## src/rtl/pixel_fetcher.sv

```systemverilog
// pixel_fetcher: upstream feeder of the display pixel FIFO.
//
// On every accepted frame_start the block walks the framebuffer linearly
// from word 0 to H_RES*V_RES-1. It issues fixed-latency reads and pushes
// the returned RGB words into the pixel FIFO. Reads are only issued while
// FIFO occupancy plus reads in flight is below FIFO_DEPTH, so every
// returning word always has a free FIFO slot.
//
// Ports:
//   clk            single clock
//   rst            synchronous, active-high reset
//   frame_start    one-cycle pulse, starts a frame fetch when idle
//   mem_addr       framebuffer read address (holds last issued value)
//   mem_rd_en      read strobe
//   mem_rdata      read data {R,G,B}, valid MEM_LATENCY cycles after read
//   fifo_level     registered FIFO occupancy
//   fifo_full      FIFO full flag
//   fifo_data      pixel word to the FIFO
//   fifo_wr_en     FIFO write strobe
//   busy           high while fetching or draining
//   frame_done     one-cycle pulse after the last pixel is written
//   frame_overrun  sticky: frame_start arrived while not idle
//
// state | meaning
// ------+---------------------------------------------------------------
// IDLE  | waiting for frame_start; in_flight is zero
// FETCH | issuing reads whenever credit allows
// DRAIN | all addresses issued, waiting for the last words to be written

module pixel_fetcher #(
  parameter int H_RES       = 640,
  parameter int V_RES       = 480,
  parameter int ADDR_W      = 19,
  parameter int MEM_LATENCY = 2,
  parameter int FIFO_DEPTH  = 16,
  parameter int LEVEL_W     = 5
) (
  input  logic               clk,
  input  logic               rst,
  input  logic               frame_start,
  output logic [ADDR_W-1:0]  mem_addr,
  output logic               mem_rd_en,
  input  logic [23:0]        mem_rdata,
  input  logic [LEVEL_W-1:0] fifo_level,
  input  logic               fifo_full,
  output logic [23:0]        fifo_data,
  output logic               fifo_wr_en,
  output logic               busy,
  output logic               frame_done,
  output logic               frame_overrun
);

  localparam logic [ADDR_W-1:0] LAST_ADDR = ADDR_W'(H_RES * V_RES - 1);
  localparam int IF_W  = $clog2(FIFO_DEPTH + 1);
  localparam int SUM_W = LEVEL_W + 1;

  typedef enum logic [1:0] {
    IDLE  = 2'd0,
    FETCH = 2'd1,
    DRAIN = 2'd2
  } state_t;

  state_t state, state_nxt;

  logic [ADDR_W-1:0]      pix_cnt, pix_cnt_nxt, issue_addr;
  logic [IF_W-1:0]        in_flight, in_flight_nxt;
  logic [MEM_LATENCY-1:0] vld_pipe;
  logic [SUM_W-1:0]       credit_sum;
  logic                   credit_ok;
  logic                   issue;
  logic                   drain_done;

  // One extra bit so level + in_flight cannot wrap. fifo_full is redundant
  // with the sum when the FIFO reports its level correctly; it is kept as a
  // second guard.
  assign credit_sum = SUM_W'(fifo_level) + SUM_W'(in_flight);
  assign credit_ok  = !fifo_full && (credit_sum < SUM_W'(FIFO_DEPTH));

  assign busy = (state == FETCH) || (state == DRAIN);

  // The read for pixel 0 is issued on the same edge that leaves IDLE, so
  // the first strobe appears in the first FETCH cycle.
  always_comb begin
    state_nxt   = state;
    issue       = 1'b0;
    issue_addr  = pix_cnt;
    pix_cnt_nxt = pix_cnt;
    drain_done  = 1'b0;
    case (state)
      IDLE: begin
        if (frame_start) begin
          state_nxt   = FETCH;
          issue_addr  = '0;
          pix_cnt_nxt = '0;
          issue       = credit_ok;
        end
      end
      FETCH: begin
        issue = credit_ok;
      end
      DRAIN: begin
        // No reads are issued here, so the last write empties in_flight.
        if ((in_flight == '0) || ((in_flight == IF_W'(1)) && fifo_wr_en)) begin
          drain_done = 1'b1;
          state_nxt  = IDLE;
        end
      end
      default: state_nxt = IDLE;
    endcase
    if (issue) begin
      if (issue_addr == LAST_ADDR) begin
        state_nxt   = DRAIN;
        pix_cnt_nxt = issue_addr;
      end else begin
        pix_cnt_nxt = issue_addr + ADDR_W'(1);
      end
    end
  end

  // A word stays in in_flight up to and including its fifo_wr_en cycle; the
  // FIFO counts it from the same edge onward.
  always_comb begin
    in_flight_nxt = in_flight;
    if (issue && !fifo_wr_en) begin
      in_flight_nxt = in_flight + IF_W'(1);
    end else if (!issue && fifo_wr_en) begin
      in_flight_nxt = in_flight - IF_W'(1);
    end
  end

  always_ff @(posedge clk) begin
    if (rst) begin
      state <= IDLE;
    end else begin
      state <= state_nxt;
    end
  end

  always_ff @(posedge clk) begin
    if (rst) begin
      mem_addr      <= '0;
      mem_rd_en     <= 1'b0;
      pix_cnt       <= '0;
      in_flight     <= '0;
      vld_pipe      <= '0;
      fifo_data     <= '0;
      fifo_wr_en    <= 1'b0;
      frame_done    <= 1'b0;
      frame_overrun <= 1'b0;
    end else begin
      mem_rd_en <= issue;
      if (issue) begin
        mem_addr <= issue_addr;
      end
      pix_cnt   <= pix_cnt_nxt;
      in_flight <= in_flight_nxt;
      // The pipe follows the visible strobe, so its top bit marks the cycle
      // in which mem_rdata holds the word for that read.
      vld_pipe   <= (vld_pipe << 1) | MEM_LATENCY'(mem_rd_en);
      fifo_wr_en <= vld_pipe[MEM_LATENCY-1];
      if (vld_pipe[MEM_LATENCY-1]) begin
        fifo_data <= mem_rdata;
      end
      frame_done <= drain_done;
      if (frame_start && (state != IDLE)) begin
        frame_overrun <= 1'b1;
      end
    end
  end

endmodule
```

## config.mk

```make
export PLATFORM = sky130hd
export DESIGN_NAME = pixel_fetcher
export DESIGN_NICKNAME = d
export VERILOG_FILES = /design/src/rtl/pixel_fetcher.sv
export SDC_FILE = /design/constraint.sdc
export NUM_CORES = 1
export LEC_CHECK = 0
export ABC_AREA = 1
export CORE_MARGIN = 3
export CORE_UTILIZATION = 45
export DETAILED_ROUTE_END_ITERATION = 6
export PLACE_DENSITY = 0.84
export SYNTH_ARGS = -nofsm -noshare
export SYNTH_HDL_FRONTEND = slang
export SYNTH_SLANG_ARGS = --single-unit
```

## constraint.sdc

```tcl
create_clock -name clk -period 2.23 [get_ports clk]
set_input_delay 0.446 -clock clk [delete_from_list [all_inputs] [get_ports clk]]
set_output_delay 0.446 -clock clk [all_outputs]
set_load 0.005 [all_outputs]
```

==> results of run 1 <==
[synthesized netlist by cell type, types with 2 or more instances]
cell type	instances	area [sq um]
nor3_4	2	32.5
nand3_1	41	205
nor2_1	100	375
o21ai_0	49	245
or2_2	2	12.5
inv_2	3	11.3
buf_4	2	15.0
dfxtp_1	75	1500
inv_1	51	191
nor2_2	2	12.5
buf_2	6	30.0
nand4_1	6	37.5
a21oi_1	36	180
ha_1	14	175
nand2_1	88	330
a211oi_1	6	45.0
clkbuf_1	10	37.5
nor3_1	4	20.0
[cell type report]
cell class	instances	share of cell area
Tap cell	99	0.0247
Sequential cell	75	0.299
Multi-Input combinational cell	363	0.374
Timing Repair Buffer	123	0.226
Clock inverter	3	0.00473
Clock buffer	12	0.0309
Inverter	54	0.0409
[sequential cells by signal, summed over array words and instances, names as in the netlist, 2 cells and up]
name       cells
vld_pipe       2
state          2
fifo_data     24
in_flight      5
pix_cnt       19
mem_addr      19
[what timing repair did]
item,CTS,global route
setup endpoints to repair,1,28
resized for setup,2,22
gates cloned,0,1
pin swaps,0,6
setup buffers,0,2
[worst max-delay path: stages, from the launching register on]
cell and delay, ns:
dfxtp_2 0.36, inv_1 0.06, ha_2 0.20, nand2_4 0.09
buf_4 0.20, buf_4 0.17, nand3_1 0.13, inv_1 0.12
nand2_2 0.12, buf_4 0.17, nor2_1 0.09, nor2_1 0.04
o21ai_0 0.16, a21oi_1 0.09
[how the worst min path moves through the flow]
stage	start	endpoint	depth (start not counted)
after floorplan	vld_pipe[0]$_SDFF_PP0_	vld_pipe[1]$_SDFF_PP0_	2
after detailed placement	vld_pipe[0]$_SDFF_PP0_	vld_pipe[1]$_SDFF_PP0_	2
final	vld_pipe[0]$_SDFF_PP0_	vld_pipe[1]$_SDFF_PP0_	2
after global routing	vld_pipe[0]$_SDFF_PP0_	vld_pipe[1]$_SDFF_PP0_	2
after global placement	vld_pipe[0]$_SDFF_PP0_	vld_pipe[1]$_SDFF_PP0_	2
after CTS	vld_pipe[0]$_SDFF_PP0_	vld_pipe[1]$_SDFF_PP0_	2
[power groups by stage]
stage	logic (mW)	clock network [mW]	registers, mW
6_report	0.533	0.970	1.46
5_1_grt	0.589	1.04	1.47
4_1_cts	0.509	0.984	1.46
3_5_place_dp	0.506	0	1.49
3_3_place_gp	0.487	0	1.48
2_1_floorplan	0.249	0	1.48
[routing by layer]
metal	global-route usage	part of all wire	vias to the layer above
met1	0.274	0.39	1742
li1	-	-	1893
met5	0	0	-
met4	0.0924	0.028	0
met3	0.0908	0.10	37
met2	0.398	0.48	188
[logic make-up after synthesis]
kind of cell               after synthesis  share of synthesized area
xor gates and xnor gates                 1                    0.00243
adders and majority gates               14                     0.0487
DFF                                     75                      0.417
buffers and inverters                   74                     0.0834
AOI/OAI and AO/OA                       95                      0.140
and+or+nand+nor                        252                      0.309
==> results.md, run 1 <==
- Run status: completed
- Ports: 81
- Worst setup endpoint: pix_cnt[13]$_SDFF_PP0_
- Vias per cell: 5.29
- Synth-to-layout area growth: 39.5%
- Setup TNS: 0 ns
- Ys Warns: 0
- Clock transition at the registers of the reported paths: 0.08 ns
- Slew @ Worst Pin: 0.461 ns
- Flop pwr share: 0.492
- Netlist Area Pre-Place: 3600 sq um
- Critical Path Start: state[1]$_SDFF_PP0_
- Cell area after layout: 5020 sq um
- Startpoint type of the worst setup path: register
- Ant diodes: 0
- Placed cells: 711
- Pre-CTS setup slack: -0.279 ns
- FF/Latch Area: 1500 sq um
- Vias post-DR: 3,860
- Worst Hold Margin: 0.413 ns
- Clk_lat worst skew: 0.36 ns
- WP data arrival: 2.37 ns
- Mapped Cells: 511
- Worst Path Max Fanout: 12
- Cell Int Power: 2.14 mW
- DP HPWL: 7280 um
- ANT nets after route: 0
- Sequential cell area fraction in the yosys report: 0.417
- Synthesized Nets: 558
- Die H: 95.4 um
- Area of the multi-input gates: 1880 sq um
- Fillcell total: 609
- MaxCap Viol Count: 0
- Final Max Tran Viols: 0
- Antenna violations before repair: 0
- Critical Path Sink Type: register
- Leak: 2.16 nW
- TritonCTS clock tree: done
- # rows: 31
- Power density over the cells: 589 nW/um^2
- Final Util: 0.671
- RR Startpoint: state[1]$_SDFF_PP0_
- CTS Buf Count: 9
- Setup Skew: 0.00668 ns
- Period minus WS final: 2.13 ns
- Die Wd: 95.4 um
- Detailed Route Iter0 Violations: 306
- Routed wire length per instance: 14.4 um
- Worst vdd ir: 0.429 mV
- Count of non-filler cells in the finished layout: 729
- H-tree Lvls: 3
- Switching share of power: 0.276
- Total track usage: 0.238
- Largest net degree at the start of global routing: 46
- Psw: 0.818 mW
- Final setup margin: 0.0962 ns
- Yosys cell types: 32
- Placer congestion estimate: 0.901
- First-pass iteration count of the detailed router: 6
- Hold crit path type: reg -> reg
- Commonest non-fill, non-tap cell in the layout: nor2_1
- CP required: 2.47 ns
- Async set-or-reset flop fraction in the synthesized netlist: 0
- Most frequent cells in the layout: nor2_1, nand2_1, clkdlybuf4s50_1
- DP Area: 4750 sq um
- Crit share post-route: 0.957
- Reg2reg setup slack: 0.1 ns
- Clock Power Share: 0.328
- Post-Synthesis Mean Instance Area: 7.04 sq um
- I/O Buffers: 80
- Root Buffer: clkbuf_8
- Main flop type after synthesis: dfxtp_1
- Core area: 7490 sq um
- First-pass GRT wire length: 17,000 um
- Combinational power share: 0.180
- Grt ovf: 0
- Vias in the first global route: 3,803
- Die area: 9110 sq um
- Nets@finish: 673
- CTS Hold Buffers Added: 0
- Slew headroom: 0.692
- Max clock buf depth: 2
- Fin. Hold Viols: 0
- Overall routed net length: 10,500 um
- Share of layout cells above drive strength 1: 0.140
- Post-synth EDFFs: 0
- Worst R2R Path Depth: 13
- Residual DRC: 0
- Final setup viols: 0
- Flops & latches, synth: 75
- RR Endpoint: pix_cnt[13]$_SDFF_PP0_
- Initial Utilization: 0.481
- Total chip power: 2.96 mW
- CTS sink cnt: 75
- Max frequency: 0.469 GHz
- Crit Path Category: reg -> reg
(Power assumes the default switching activity.)
==> run 2: changes to the inputs <==
- SKIP_CTS_REPAIR_TIMING: unset -> 1
==> results of run 2 <==
The final DEF is identical to that of run 1; final timing and power are the same.
==> run 3: changes to the inputs <==
- CORE_UTILIZATION: 45 -> 47
- CTS_BUF_LIST: unset -> sky130_fd_sc_hd__clkbuf_2
- PLACE_DENSITY: 0.84 -> 0.86
==> results.md, run 3 (synthesis results as in run 1) <==
- Residual DRC: 0 (unchanged)
- I/O Buffers: 80 (unchanged)
- Fillcell total: 586 (-3.8%)
- Antenna violations before repair: 0 (unchanged)
- Crit share post-route: 0.958 (+0.00100)
- Routed wire length per instance: 13.8 um (-4.0%)
- Flop pwr share: 0.563 (+0.071)
- Ant diodes: 0 (unchanged)
- CP required: 2.67 ns (+0.20 ns)
- Slew headroom: 0.735 (+0.0427)
- Run status: completed
- Clk_lat worst skew: 0.50 ns (+0.14 ns)
- Synth-to-layout area growth: 36.0%
- Vias in the first global route: 3,674 (-3.4%)
- First-pass GRT wire length: 16,100 um (-5.2%)
- TritonCTS clock tree: done
- Hold crit path type: reg -> reg
- Worst Path Max Fanout: 6 (-6)
- Power density over the cells: 530 nW/um^2 (-10%)
- CTS Buf Count: 9 (unchanged)
- Area of the multi-input gates: 1880 sq um (unchanged)
- Die area: 8750 sq um (-4.0%)
- Final setup viols: 0 (unchanged)
- First-pass iteration count of the detailed router: 7 (+1)
- Switching share of power: 0.298 (+0.0214)
- ANT nets after route: 0 (unchanged)
- Final Util: 0.668 (-0.00304)
- Leak: 2.13 nW (-1.3%)
- DP Area: 4730 sq um (-0.53%)
- Psw: 0.772 mW (-5.6%)
- Crit Path Category: reg -> reg
- Max reg flops: 24 (unchanged)
- Largest net degree at the start of global routing: 34 (-26%)
- FF/Latch Area: 1500 sq um (about the same)
- Overall routed net length: 10,000 um (-4.4%)
- Fin. Hold Viols: 0 (unchanged)
- DP HPWL: 7280 um (about the same)
- Max frequency: 0.468 GHz (-0.10%)
- Nets@finish: 669 (-0.59%)
- Final Max Tran Viols: 0 (unchanged)
- Setup Skew: 0.0196 ns (+0.0129 ns)
- Worst vdd ir: 0.338 mV (-21%)
- Root Buffer: clkbuf_2
- # rows: 31 (unchanged)
- CTS sink cnt: 75 (unchanged)
- Period minus WS final: 2.14 ns (+0.00223 ns)
- Critical Path Sink Type: register
- Initial Utilization: 0.491 (+0.0102)
- Worst Hold Margin: 0.421 ns (+0.00790 ns)
- Biggest regs: fifo_data: 24 flops, mem_addr: 19 flops, pix_cnt: 19 flops
- Total track usage: 0.229 (-0.00847)
- Die Wd: 93.5 um (-2.0%)
- Ports: 81 (unchanged)
- MaxCap Viol Count: 0 (unchanged)
- Startpoint type of the worst setup path: register
- Detailed Route Iter0 Violations: 231 (-25%)
- H-tree Lvls: 3 (unchanged)
- Share of layout cells above drive strength 1: 0.128 (-0.0121)
- Die H: 93.5 um (-2.0%)
- Most frequent cells in the layout: nor2_1, nand2_1, clkdlybuf4s50_1
- Vias per cell: 5.27 (-0.55%)
- Cell area after layout: 4890 sq um (-2.5%)
- Most flops, register: fifo_data
- Max clock buf depth: 2 (unchanged)
- Clock transition at the registers of the reported paths: 0.19 ns (+0.11 ns)
- Clock Power Share: 0.231 (-0.097)
- Core area: 7330 sq um (-2.1%)
- Vias post-DR: 3,823 (-0.96%)
- WP data arrival: 2.58 ns (+0.21 ns)
- Placer congestion estimate: 0.940 (+4.3%)
- Cell Int Power: 1.82 mW (-15%)
- Slew @ Worst Pin: 0.398 ns (-0.0640 ns)
- Combinational power share: 0.206 (+0.026)
- Total chip power: 2.59 mW (-12%)
- Setup TNS: 0 ns (unchanged)
- Commonest non-fill, non-tap cell in the layout: nor2_1
- Grt ovf: 0 (unchanged)
## run 3: power groups by stage
stage	clock network, mW	registers, mW	logic [mW]
after floorplan	0	1.48	0.249
after detailed placement	0	1.49	0.518
final	0.598	1.46	0.535
after global placement	0	1.48	0.503
after global routing	0.671	1.47	0.588
after CTS	0.620	1.46	0.521
## run 3: stage by stage
| step | worst slack [ns] | cells |
|---|---|---|
| 2_1_floorplan | 0.00711 | 511 |
| 3_3_place_gp | -0.209 | 706 |
| 3_5_place_dp | -0.303 | 706 |
| 4_1_cts | 0.0249 | 722 |
| 5_1_grt | -0.00361 | 726 |
| 6_report | 0.0940 | 726 |
## run 3: path summary, 6_finish.rpt
kind                                from                     end  slack (ns)  cells after the start
setup / recovery     state[0]$_SDFF_PP0_  pix_cnt[16]$_SDFF_PP0_        0.09                     13
hold / removal    vld_pipe[0]$_SDFF_PP0_  vld_pipe[1]$_SDFF_PP0_        0.42                      2
setup reg to reg     state[0]$_SDFF_PP0_  pix_cnt[16]$_SDFF_PP0_        0.09                     13
hold reg to reg   vld_pipe[0]$_SDFF_PP0_  vld_pipe[1]$_SDFF_PP0_        0.42                      2
## run 3: layer usage
layer / share of wire / vias up / track usage
li1: - / 1879 / -
met1: 0.40 / 1722 / 0.266
met2: 0.47 / 190 / 0.392
met3: 0.11 / 32 / 0.0853
met4: 0.023 / 0 / 0.0684
met5: 0 / - / 0
## run 3: worst max-delay path, stage by stage, from the launching register on
cell and delay (ns):
dfxtp_2 0.36, inv_1 0.08, ha_4 0.18, nand2_4 0.09, inv_2 0.06, nor2_4 0.13, ha_4 0.16, nand4_4 0.14
nor3_4 0.39, buf_4 0.19, nand3_1 0.07, nand2_1 0.07, nand2_1 0.05, a21oi_1 0.11
## run 3: cell type report
| type | instances | area share |
|---|---|---|
| tap | 99 | 0.0253 |
| inverter | 54 | 0.0414 |
| clock buffer | 9 | 0.00920 |
| sequential | 75 | 0.307 |
| timing repair buffer | 119 | 0.226 |
| multi-input combinational | 363 | 0.383 |
| clock inverter | 7 | 0.00716 |
